`src/rtl/enemy_mover.sv`:
```
// enemy_mover: tile-grid enemy movement engine.
//
// Each permitted pass raster-scans the grid RAM twice. Pass 1 moves every
// enemy tile one cell into an adjacent air tile, marking it with MOVED_CODE
// so that it cannot be matched again later in the same scan. Pass 2 turns
// every MOVED_CODE cell back into ENEMY_CODE.
//
// Ports:
//   clock, reset            - clock, asynchronous active-high reset
//   start / done / busy     - pass request, one-cycle completion pulse, activity
//   grid_x, grid_y          - registered RAM address (read latency 1)
//   grid_out                - RAM read data for the previous cycle's address
//   grid_write, grid_in     - registered write strobe and write data
//   player_x, player_y      - player position (chase mode only)
//
// Build option: define ENEMY_CHASE_EN to aim each enemy's first attempt at
// the player instead of using the LFSR direction.
//
// Directions: 0 up (y-1), 1 right (x+1), 2 down (y+1), 3 left (x-1).

module enemy_mover #(
    parameter int GRID_W      = 40,
    parameter int GRID_H      = 30,
    parameter int X_W         = 6,
    parameter int Y_W         = 5,
    parameter int TILE_W      = 3,
    parameter int AIR_CODE    = 0,
    parameter int ENEMY_CODE  = 4,
    parameter int MOVED_CODE  = 5,
    parameter int TICK_CYCLES = 200000,
    parameter int MAX_TRIES   = 2
) (
    input  logic              clock,
    input  logic              reset,
    input  logic              start,
    output logic              done,
    output logic              busy,
    output logic [X_W-1:0]    grid_x,
    output logic [Y_W-1:0]    grid_y,
    input  logic [TILE_W-1:0] grid_out,
    output logic              grid_write,
    output logic [TILE_W-1:0] grid_in,
    input  logic [X_W-1:0]    player_x,
    input  logic [Y_W-1:0]    player_y
);

    localparam int TMR_W = (TICK_CYCLES > 1) ? $clog2(TICK_CYCLES) : 1;
    localparam logic [TMR_W-1:0]  TMR_RELOAD = TMR_W'(TICK_CYCLES - 1);
    localparam logic [X_W-1:0]    X_LAST     = X_W'(GRID_W - 1);
    localparam logic [Y_W-1:0]    Y_LAST     = Y_W'(GRID_H - 1);
    localparam logic [TILE_W-1:0] AIR_T      = TILE_W'(AIR_CODE);
    localparam logic [TILE_W-1:0] ENEMY_T    = TILE_W'(ENEMY_CODE);
    localparam logic [TILE_W-1:0] MOVED_T    = TILE_W'(MOVED_CODE);
    localparam logic [2:0]        MAX_T      = 3'(MAX_TRIES);

    typedef enum logic [3:0] {
        S_IDLE, S_READ, S_CHECK, S_PICK, S_PROBE, S_COMPARE,
        S_WRITE_NEW, S_WRITE_OLD, S_RESTORE, S_NEXT, S_DONE
    } state_t;

    state_t            state_q;
    logic              pass2_q;
    logic [X_W-1:0]    cx_q;
    logic [Y_W-1:0]    cy_q;
    logic [1:0]        dir_q;
    logic [2:0]        tries_q;
    logic              oob_q;
    logic              done_q, busy_q, grid_write_q;
    logic [X_W-1:0]    grid_x_q;
    logic [Y_W-1:0]    grid_y_q;
    logic [TILE_W-1:0] grid_in_q;
    logic [TMR_W-1:0]  timer_q;
    logic              ready_q;
    logic [7:0]        lfsr_q;

    logic              scan_go;
    logic [1:0]        first_dir;
    logic [1:0]        probe_dir;
    int                nx_int, ny_int;
    logic              nbr_oob;
    logic [X_W-1:0]    nbr_x;
    logic [Y_W-1:0]    nbr_y;

    assign done       = done_q;
    assign busy       = busy_q;
    assign grid_x     = grid_x_q;
    assign grid_y     = grid_y_q;
    assign grid_write = grid_write_q;
    assign grid_in    = grid_in_q;

    assign scan_go = (state_q == S_IDLE) && start && ready_q;

`ifdef ENEMY_CHASE_EN
    int dx, dy, adx, ady;
    always_comb begin
        dx  = int'(player_x) - int'(cx_q);
        dy  = int'(player_y) - int'(cy_q);
        adx = (dx < 0) ? -dx : dx;
        ady = (dy < 0) ? -dy : dy;
        if (dx == 0 && dy == 0)
            first_dir = lfsr_q[1:0];
        else if (adx >= ady)        // tie favours the horizontal axis
            first_dir = (dx > 0) ? 2'd1 : 2'd3;
        else
            first_dir = (dy > 0) ? 2'd2 : 2'd0;
    end
`else
    logic unused_player;
    assign unused_player = ^{player_x, player_y};
    assign first_dir     = lfsr_q[1:0];
`endif

    // Neighbour for the attempt being set up: the first direction in PICK,
    // the next rotation when retrying from PROBE/COMPARE.
    always_comb begin
        probe_dir = (state_q == S_PICK) ? first_dir : dir_q + 2'd1;
        nx_int    = int'(cx_q);
        ny_int    = int'(cy_q);
        case (probe_dir)
            2'd0:    ny_int = ny_int - 1;
            2'd1:    nx_int = nx_int + 1;
            2'd2:    ny_int = ny_int + 1;
            default: nx_int = nx_int - 1;
        endcase
        nbr_oob = (nx_int < 0) || (nx_int >= GRID_W) ||
                  (ny_int < 0) || (ny_int >= GRID_H);
        nbr_x   = X_W'(nx_int);
        nbr_y   = Y_W'(ny_int);
    end

    always_ff @(posedge clock or posedge reset) begin
        if (reset) begin
            timer_q <= TMR_RELOAD;
            ready_q <= 1'b0;
        end else if (scan_go) begin
            timer_q <= TMR_RELOAD;
            ready_q <= 1'b0;
        end else if (timer_q == '0) begin
            ready_q <= 1'b1;
        end else begin
            timer_q <= timer_q - TMR_W'(1);
        end
    end

    // x^8 + x^6 + x^5 + x^4 + 1, Fibonacci form
    always_ff @(posedge clock or posedge reset) begin
        if (reset) lfsr_q <= 8'h01;
        else       lfsr_q <= {lfsr_q[6:0], lfsr_q[7] ^ lfsr_q[5] ^ lfsr_q[4] ^ lfsr_q[3]};
    end

    always_ff @(posedge clock or posedge reset) begin
        if (reset) begin
            state_q      <= S_IDLE;
            pass2_q      <= 1'b0;
            cx_q         <= '0;
            cy_q         <= '0;
            dir_q        <= '0;
            tries_q      <= '0;
            oob_q        <= 1'b0;
            done_q       <= 1'b0;
            busy_q       <= 1'b0;
            grid_write_q <= 1'b0;
            grid_x_q     <= '0;
            grid_y_q     <= '0;
            grid_in_q    <= '0;
        end else begin
            done_q       <= 1'b0;
            grid_write_q <= 1'b0;
            case (state_q)
                S_IDLE: begin
                    if (start) begin
                        busy_q <= 1'b1;
                        if (ready_q) begin
                            pass2_q  <= 1'b0;
                            cx_q     <= '0;
                            cy_q     <= '0;
                            grid_x_q <= '0;
                            grid_y_q <= '0;
                            state_q  <= S_READ;
                        end else begin
                            state_q  <= S_DONE;
                        end
                    end
                end
                S_READ: state_q <= S_CHECK;
                S_CHECK: begin
                    if (!pass2_q && grid_out == ENEMY_T) begin
                        state_q <= S_PICK;
                    end else if (pass2_q && grid_out == MOVED_T) begin
                        grid_write_q <= 1'b1;
                        grid_in_q    <= ENEMY_T;
                        state_q      <= S_RESTORE;
                    end else begin
                        state_q <= S_NEXT;
                    end
                end
                S_PICK, S_PROBE, S_COMPARE: begin
                    if (state_q == S_COMPARE && grid_out == AIR_T) begin
                        // address still holds the neighbour
                        grid_write_q <= 1'b1;
                        grid_in_q    <= MOVED_T;
                        state_q      <= S_WRITE_NEW;
                    end else if (state_q == S_PROBE && !oob_q) begin
                        state_q <= S_COMPARE;
                    end else if (state_q == S_PICK || tries_q < MAX_T) begin
                        dir_q   <= probe_dir;
                        tries_q <= (state_q == S_PICK) ? 3'd1 : tries_q + 3'd1;
                        oob_q   <= nbr_oob;
                        if (!nbr_oob) begin
                            grid_x_q <= nbr_x;
                            grid_y_q <= nbr_y;
                        end
                        state_q <= S_PROBE;
                    end else begin
                        state_q <= S_NEXT;
                    end
                end
                S_WRITE_NEW: begin
                    grid_x_q     <= cx_q;
                    grid_y_q     <= cy_q;
                    grid_write_q <= 1'b1;
                    grid_in_q    <= AIR_T;
                    state_q      <= S_WRITE_OLD;
                end
                S_WRITE_OLD, S_RESTORE: state_q <= S_NEXT;
                S_NEXT: begin
                    if (cx_q == X_LAST) begin
                        cx_q     <= '0;
                        grid_x_q <= '0;
                        if (cy_q == Y_LAST) begin
                            cy_q     <= '0;
                            grid_y_q <= '0;
                            pass2_q  <= 1'b1;
                            state_q  <= pass2_q ? S_DONE : S_READ;
                        end else begin
                            cy_q     <= cy_q + Y_W'(1);
                            grid_y_q <= cy_q + Y_W'(1);
                            state_q  <= S_READ;
                        end
                    end else begin
                        cx_q     <= cx_q + X_W'(1);
                        grid_x_q <= cx_q + X_W'(1);
                        grid_y_q <= cy_q;
                        state_q  <= S_READ;
                    end
                end
                S_DONE: begin
                    done_q  <= 1'b1;
                    busy_q  <= 1'b0;
                    state_q <= S_IDLE;
                end
                default: state_q <= S_IDLE;
            endcase
        end
    end

endmodule

```
`config.mk`:
```
export PLATFORM = sky130hd
export DESIGN_NAME = enemy_mover
export DESIGN_NICKNAME = d
export VERILOG_FILES = /design/src/rtl/enemy_mover.sv
export SDC_FILE = /design/constraint.sdc
export NUM_CORES = 1
export LEC_CHECK = 0
export CAP_MARGIN = 25
export CORE_MARGIN = 2
export CORE_UTILIZATION = 46
export CTS_CLUSTER_SIZE = 8
export DETAILED_ROUTE_END_ITERATION = 8
export PLACE_DENSITY = 0.68
export SKIP_CTS_REPAIR_TIMING = 1
export SLEW_MARGIN = 20
export SYNTH_ARGS = -nofsm -noshare
export SYNTH_HDL_FRONTEND = slang
export SYNTH_SLANG_ARGS = --single-unit
```
`constraint.sdc`:
```
create_clock -name clock -period 2.4 [get_ports clock]
set_input_delay 0.6 -clock clock [delete_from_list [all_inputs] [get_ports clock]]
set_output_delay 0.6 -clock clock [all_outputs]
set_load 0.05 [all_outputs]
```
== After elaboration in Yosys (flattened, before gate mapping) ==
Index checks and enable logic that the tools add are counted.
Widths: inputs -> output; s select.

* Flip-flop bits (word level): 66
* Input bits: 17
* Output and inout bits: 17
* Word-level logic and storage cells: 147

* Add/subtract/negate cells: 9
* Magnitude comparators: 5
* Equal/unequal tests: 28
* Multiplexer cells: 54
* Bitwise logic cells: 5
* Reductions and logical operators: 30

{| class="wikitable"
|+ Operator list
! cell !! number
|-
| $pmux 32 s2 || 2
|-
| $lt 32x1->1 const B || 2
|-
| $mux 6 || 7
|-
| $mux 5 || 8
|-
| $mux 18 || 2
|-
| $mux 4 || 9
|-
| $ge 32x6->1 const B || 1
|-
| $ge 32x7->1 const B || 1
|-
| $pmux 4 s7 || 1
|-
| $ne 2x2->1 const B || 12
|-
| $pmux 6 s4 || 1
|-
| $pmux 5 s4 || 1
|-
| $logic_not 18->1 || 1
|-
| $sub 18x1->18 const B || 1
|-
| $eq 4x3->1 const B || 4
|-
| $eq 4x4->1 const B || 3
|-
| $mux 1 || 12
|-
| $mux 3 || 4
|-
| $pmux 6 s2 || 1
|-
| $pmux 5 s2 || 1
|-
| $pmux 3 s3 || 1
|-
| $eq 4x2->1 const B || 2
|-
| $reduce_and 4->1 || 2
|-
| $add 6x1->7 const B || 1
|-
| other kinds (34) || 51
|}

== Depth between registers and ports, before layout ==
* Depth in word-level cells: 14
* Gate-level depth with buffers: 12
* Gate-level depth less buffers: 10

== Least setup slack after synthesis ==
OpenSTA, ideal clock, no wires.

* Path kind: reg-to-reg
* Start point: register state_q[2]
* End point: register grid_x_q[1] (netlist: grid_x[1])
* Library setup time: 0.125 ns
* Arrival: 2.488 ns
* Slack: -0.213 ns
* Stages on the path, launching flop included: 11
* Period minus slack after synthesis: 2.613 ns
* Cells stage by stage: dfrtp_1 -> and4bb_1 -> buf_4 -> mux2i_4 -> o21ai_0 -> a221oi_2 -> nor4b_2 -> a211oi_2 -> a21oi_2 -> buf_6 -> mux2_4

* Word-level cells in the longest chain between the ends: 11
* Elaborated cells between the ends (all ways): 37

{| class="wikitable"
|+ RTL lines
! element !! line !! RTL
|-
| start: declaration || 61 || <nowiki>state_t state_q;</nowiki>
|-
| start signal: assignment || 234 || <nowiki>state_q <= pass2_q ? S_DONE : S_READ;</nowiki>
|-
| $eq 4x2->1 || 116, 169, 205 ||
|-
| $mux 2 || 116 || <nowiki>probe_dir = (state_q == S_PICK) ? first_dir : dir_q + 2'd1;</nowiki>
|-
| $eq 2x2->1 / $logic_not 2->1 (equally long branches) || 119 || <nowiki>case (probe_dir)</nowiki>
|-
| $reduce_or 2->1 (no source line) || -- ||
|-
| $pmux 32 s2 || 119 ||
|-
| $lt 32x1->1 / $ge 32x7->1 (equally long branches) || 125 || <nowiki>nbr_oob = (nx_int < 0) || (nx_int >= GRID_W) ||</nowiki>
|-
| $logic_or 1x1->1 (2 in series) || 125 ||
|-
| $logic_or 1x1->1 || 126 || <nowiki>(ny_int < 0) || (ny_int >= GRID_H);</nowiki>
|-
| $ne 2x2->1 (no source line) || -- ||
|-
| $reduce_and 7->1 (no source line) || -- ||
|-
| end signal: assignment || 210 || <nowiki>grid_x_q <= nbr_x;</nowiki>
|-
| end signal: assignment || 219 || <nowiki>grid_x_q <= cx_q;</nowiki>
|-
| end signal: assignment || 242 || <nowiki>grid_x_q <= cx_q + X_W'(1);</nowiki>
|-
| end: declaration || 69 || <nowiki>logic [X_W-1:0] grid_x_q;</nowiki>
|}

Several ways; a longest one is shown, not always the timed one. The select of a mux whose other input is x is not followed.
A chain may end at the register's enable or synchronous reset.

== Worst setup path in the final report ==
* Start point: register state_q[3]
* End point: register grid_y_q[1] (netlist: grid_y[1])

* Word-level cells in the longest chain between the ends: 11
* Elaborated cells between the ends (all ways): 37

{| class="wikitable"
|+ RTL lines
! element !! line !! RTL
|-
| $eq 4x2->1 || 116, 169, 205 ||
|-
| $mux 2 || 116 ||
|-
| $eq 2x2->1 / $logic_not 2->1 (equally long branches) || 119 ||
|-
| $reduce_or 2->1 (no source line) || -- ||
|-
| $pmux 32 s2 || 119 ||
|-
| $lt 32x1->1 / $ge 32x7->1 (equally long branches) || 125 ||
|-
| $logic_or 1x1->1 (2 in series) || 125 ||
|-
| $logic_or 1x1->1 || 126 ||
|-
| $ne 2x2->1 (no source line) || -- ||
|-
| $reduce_and 7->1 (no source line) || -- ||
|-
| end signal: assignment || 211 || <nowiki>grid_y_q <= nbr_y;</nowiki>
|-
| end signal: assignment || 220 || <nowiki>grid_y_q <= cy_q;</nowiki>
|-
| end signal: assignment || 237 || <nowiki>grid_y_q <= cy_q + Y_W'(1);</nowiki>
|-
| end: declaration || 70 || <nowiki>logic [Y_W-1:0] grid_y_q;</nowiki>
|}

Several ways; a longest one is shown, not always the timed one. The select of a mux whose other input is x is not followed.

==> flow_results.org <==
** Power
- The internal power of the cells totals 3.63 mW.
- Maximum resistive drop on vdd :: 0.691 mV
- Per report_power, the combinational group accounts for 55.9% of the total.
- Relative contribution of the clock network to total power :: 15.1%
- In this run the power density over the cells is 1290 mW/mm^2.
- Sequential share of power :: 29.0%
- Of the total power, the share spent switching nets is 43.2%.
- P_leak :: 2.23 nW
- Net switching power figure :: 2.76 mW

** Drt
- Iteration-0 DRC count of the detailed router :: 169
- Detailed Routing Iterations Pass 1 :: 4
- Using the TritonRoute via totals, the vias-per-cell ratio works out to 5.69.
- The routed layout has 3528 vias.
- After detailed routing, the total wire length is 9790 um.
- In the final routed layout, each cell accounts on average for 15.8 um.
- Number of remaining DRC errors :: 0
- In this run the remaining antenna-violating nets after routing total 0.

** Critical path
- Most numerous cell on the critical path :: sky130_fd_sc_hd__mux2_4
- The number of buffers and inverters on the critical path is 2.
- The worst setup path is of the flip-flop to flip-flop kind.
- WP data arrival :: 3.00 ns
- Traced cell by cell, the critical path runs through and4bb_4 -> mux2_4 -> buf_6 -> o2bb2ai_2 -> nor3_2 -> nor4b_4 -> a211oi_2 -> a21oi_2 -> buf_12 -> mux2_4.
- Max incr delay on CP :: 0.42 ns
- Cell family with most CP delay :: simple AND/OR/NAND/NOR gates
- Worst path required time :: 2.63 ns
- STA classifies the critical path startpoint as a flip-flop.
- The worst setup path is captured at a flip-flop.
- The slowest stage of the critical path is the sky130_fd_sc_hd__and4bb_4 cell.
- Worst Path Max Fanout :: 10

** Run
- Max_cap viols :: 0

** Logic synthesis
- Counting flops with a built-in enable in the synthesized netlist gives 0.
- Counting flops and latches in the post-synthesis netlist gives 65.
- Syn_area_per_cell :: 9.01 sq um
- Of all flip-flops after synthesis, the portion carrying an async set or reset was 100%.
- Synthesis warning total :: 0
- The cell area that synthesis handed to floorplanning was 0.00387 sq mm.
- Top_reg_cell synth :: sky130_fd_sc_hd__dfrtp_1
- Counting distinct cell types in the post-synthesis netlist gives 57.
- Mapped Nets :: 454
- Number of cells produced by synthesis :: 430
- Share of synthesized area occupied by flip-flops and latches :: 42.4%

** STA
- For the finished layout, the period the worst path requires is 2.77 ns.
- Highest clock rate :: 362 MHz
- The final number of hold-violating endpoints came to 0.
- In this run the tightest slew margin relative to its limit is 65.3%.
- Worst slew pin tran :: 0.515 ns
- Final Slew Violations :: 0
- Finish-stage setup viols :: 11
- Post-Route Skew :: 0.00681 ns
- Setup repair after global routing could not meet its margin everywhere.
- After layout, the worst path uses 115% of the clock period.
- Final critical-path setup slack :: -0.365 ns

** Cells and area
- Number of nets in the finished design :: 534
- Counting the fill cells in the layout gives 704.
- Relative to the synthesized area, the layout overhead comes to 28.0%.
- Post-Route Utilization :: 60.6%
- In the final layout, the share of cells above drive strength 1 is 25.8%.
- Antenna cells :: 0

** GRT
- Global routing finished with a remaining overflow of 0.
- The number of antenna violations at the first check in global routing came to 0.
- For this run, the total global-route usage over all layers was measured as 22.7%.
- The number of global-route vias before repair was 3502.
- Entering global routing, the biggest net connects 66 pins.
- The first global-routing pass estimated 16200 um of wire.

** Place
- Post-detailed-placement half-perimeter wirelength :: 6850 um
- The congestion estimate from routability-driven global placement came to 0.942.
- Port Buffer Count :: 21
- At the placement stage, the worst setup path has a slack of -0.388 ns.

** CTS
- Clock tree synthesis found a total of 65 sinks.
- After clock tree synthesis, the clock-pin slew on the worst setup and hold paths is 0.07 ns.
- Number of buffers inserted during clock tree synthesis :: 9
- Insertion delay to the later sink of the worst-skew pair :: 0.35 ns
- The root buffer cell chosen for the clock tree is sky130_fd_sc_hd__clkbuf_8.
- CTS built an H-tree with a depth of 3.
- TritonCTS built the clock tree.
- CTS Buffer Depth :: 2

** Floorplan
- I/O pins :: 34
- The floorplan step defined a die boundary enclosing 0.00917 sq mm.
- Die width :: 95.8 um
- The region available for standard cell placement spans 0.00818 sq mm.
- Y dimension of the die :: 95.8 um
- The initial utilization of the core area, before any placement, comes to 47.4%.
- FP Rows :: 33

** Status
- Status :: finished, violations left
- Violated checks :: negative setup slack

** Hold path
- Worst hold path class :: flip-flop to flip-flop
cells in the mapped netlist (6+ instances only):
library cell               count  share of area (%)
sky130_fd_sc_hd__a21oi_1      21                2.7
sky130_fd_sc_hd__ha_1          7                2.3
sky130_fd_sc_hd__xnor2_1      13                2.9
sky130_fd_sc_hd__and3_1        6               0.97
sky130_fd_sc_hd__nor2_1       47                4.6
sky130_fd_sc_hd__inv_1        15                1.5
sky130_fd_sc_hd__nand2_1      49                4.7
sky130_fd_sc_hd__dfstp_2      12                8.1
sky130_fd_sc_hd__a31oi_1       7                1.1
sky130_fd_sc_hd__clkbuf_1     14                1.4
sky130_fd_sc_hd__nor3_1       21                2.7
sky130_fd_sc_hd__nand3_1      14                1.8
sky130_fd_sc_hd__mux2i_1       9                2.3
sky130_fd_sc_hd__nand2b_1      8                1.3
sky130_fd_sc_hd__dfrtp_1      53                 34
sky130_fd_sc_hd__o21ai_0      38                4.9
sky130_fd_sc_hd__nor4_1        6               0.97
sky130_fd_sc_hd__mux2_4       11                4.3
registers in the layout, summed over array words and instances (netlist names), 2 cells and up:
register and flops:
dir_q 2, grid_in 2, tries_q 3, state_q 4
timer_q 18, cx_q 6, grid_x 6, grid_y 5
cy_q 5, lfsr_q 8
through the flow:
stage | std cells | TNS, ns | power [mW] | cell area, sq um | hold WS (ns)
CTS | 616 | -4.47 | 6.13 | 4830 | 0.353
finish | 620 | -3.76 | 6.39 | 4960 | 0.350
global route | 620 | -4.50 | 6.79 | 4960 | 0.362
floorplan | 430 | -1.37 | 3.99 | 3890 | 0.331
global placement | 600 | -3.90 | 5.07 | 4630 | 0.335
detailed placement | 600 | -4.13 | 5.13 | 4630 | 0.336
worst register-to-register path, cell delays in order (launching register included):
cell and delay, ns:
sky130_fd_sc_hd__dfrtp_1 0.41, sky130_fd_sc_hd__and4bb_4 0.42, sky130_fd_sc_hd__mux2_4 0.36, sky130_fd_sc_hd__buf_6 0.15, sky130_fd_sc_hd__o2bb2ai_2 0.12, sky130_fd_sc_hd__nor3_2 0.24
sky130_fd_sc_hd__nor4b_4 0.09, sky130_fd_sc_hd__a211oi_2 0.28, sky130_fd_sc_hd__a21oi_2 0.12, sky130_fd_sc_hd__buf_12 0.17, sky130_fd_sc_hd__mux2_4 0.30
path summary, 6_finish.rpt:
path                       slack [ns]  depth (start not counted)   endpoint  startpoint
setup / recovery                -0.37                         10  grid_y[1]  state_q[3]
hold / removal                   0.35                          0  lfsr_q[7]   lfsr_q[6]
setup reg to reg                -0.37                         10  grid_y[1]  state_q[3]
hold reg to reg                  0.35                          0  lfsr_q[7]   lfsr_q[6]
max in group asynchronous        1.44                          3  lfsr_q[0]       reset
min in group asynchronous        0.63                          3       busy       reset
power by group through the flow:
stage | registers [mW] | logic [mW] | clock network (mW)
3_3_place_gp | 1.82 | 3.25 | 0
3_5_place_dp | 1.83 | 3.30 | 0
2_1_floorplan | 2.09 | 1.89 | 0
6_report | 1.85 | 3.57 | 0.964
4_1_cts | 1.83 | 3.32 | 0.988
5_1_grt | 1.90 | 3.86 | 1.04
layout by cell type (no fill, tap or decap), types with 3 or more instances in the layout:
cell type	synthesis	routed
sky130_fd_sc_hd__or3_1	4	4
sky130_fd_sc_hd__and3_1	6	6
sky130_fd_sc_hd__ha_1	7	7
sky130_fd_sc_hd__inv_1	15	14
sky130_fd_sc_hd__nor2_1	47	46
sky130_fd_sc_hd__nor2b_1	5	5
sky130_fd_sc_hd__mux2i_1	9	7
sky130_fd_sc_hd__nor4_1	6	5
sky130_fd_sc_hd__xnor2_1	13	13
sky130_fd_sc_hd__dfrtp_1	53	52
sky130_fd_sc_hd__nor3b_1	3	3
sky130_fd_sc_hd__nand3_1	14	14
sky130_fd_sc_hd__mux2_4	11	12
sky130_fd_sc_hd__a31oi_1	7	7
sky130_fd_sc_hd__a21o_1	3	3
sky130_fd_sc_hd__nand2_1	49	49
sky130_fd_sc_hd__clkbuf_8	0	10
sky130_fd_sc_hd__and2_1	5	5
sky130_fd_sc_hd__dfstp_2	12	12
sky130_fd_sc_hd__clkdlybuf4s50_1	0	21
sky130_fd_sc_hd__nand4_1	5	5
sky130_fd_sc_hd__buf_4	2	65
sky130_fd_sc_hd__o31ai_1	5	5
sky130_fd_sc_hd__a21oi_1	21	21
sky130_fd_sc_hd__o21ai_0	38	35
sky130_fd_sc_hd__xor2_1	4	4
sky130_fd_sc_hd__nand2b_1	8	8
sky130_fd_sc_hd__nor3_1	21	20
final cells by class:
class | count | area (sq um) | area share, %
Clock buffer | 10 | 138 | 2.78
Clock inverter | 6 | 66.3 | 1.34
Inverter | 15 | 56.3 | 1.14
Multi-Input combinational cell | 329 | 2160 | 43.6
Sequential cell | 65 | 1640 | 33.1
Tap cell | 105 | 131 | 2.65
Timing Repair Buffer | 90 | 761 | 15.3
cell families (layout without fill, tap and decap cells):
logic type,count (synthesis),count (layout),synth area share [%]
other cells,1,1,0.0968
xor+xnor,17,17,3.84
mux,22,22,7.46
flops,65,65,42.4
fa+ha+maj,7,7,2.26
compound gates,95,95,15.3
simple gates,187,187,24.3
buf+inv,36,121,4.33
metal layers:
layer  global-route usage, %  vias up  part of all wire [%]
li1                        -     1684                     -
met1                    29.7     1736                    45
met2                    36.0       88                    49
met3                    4.93       20                   4.1
met4                    10.4        0                   2.1
met5                       0        -                     0
Note: power is estimated with default switching activity, not from simulation.
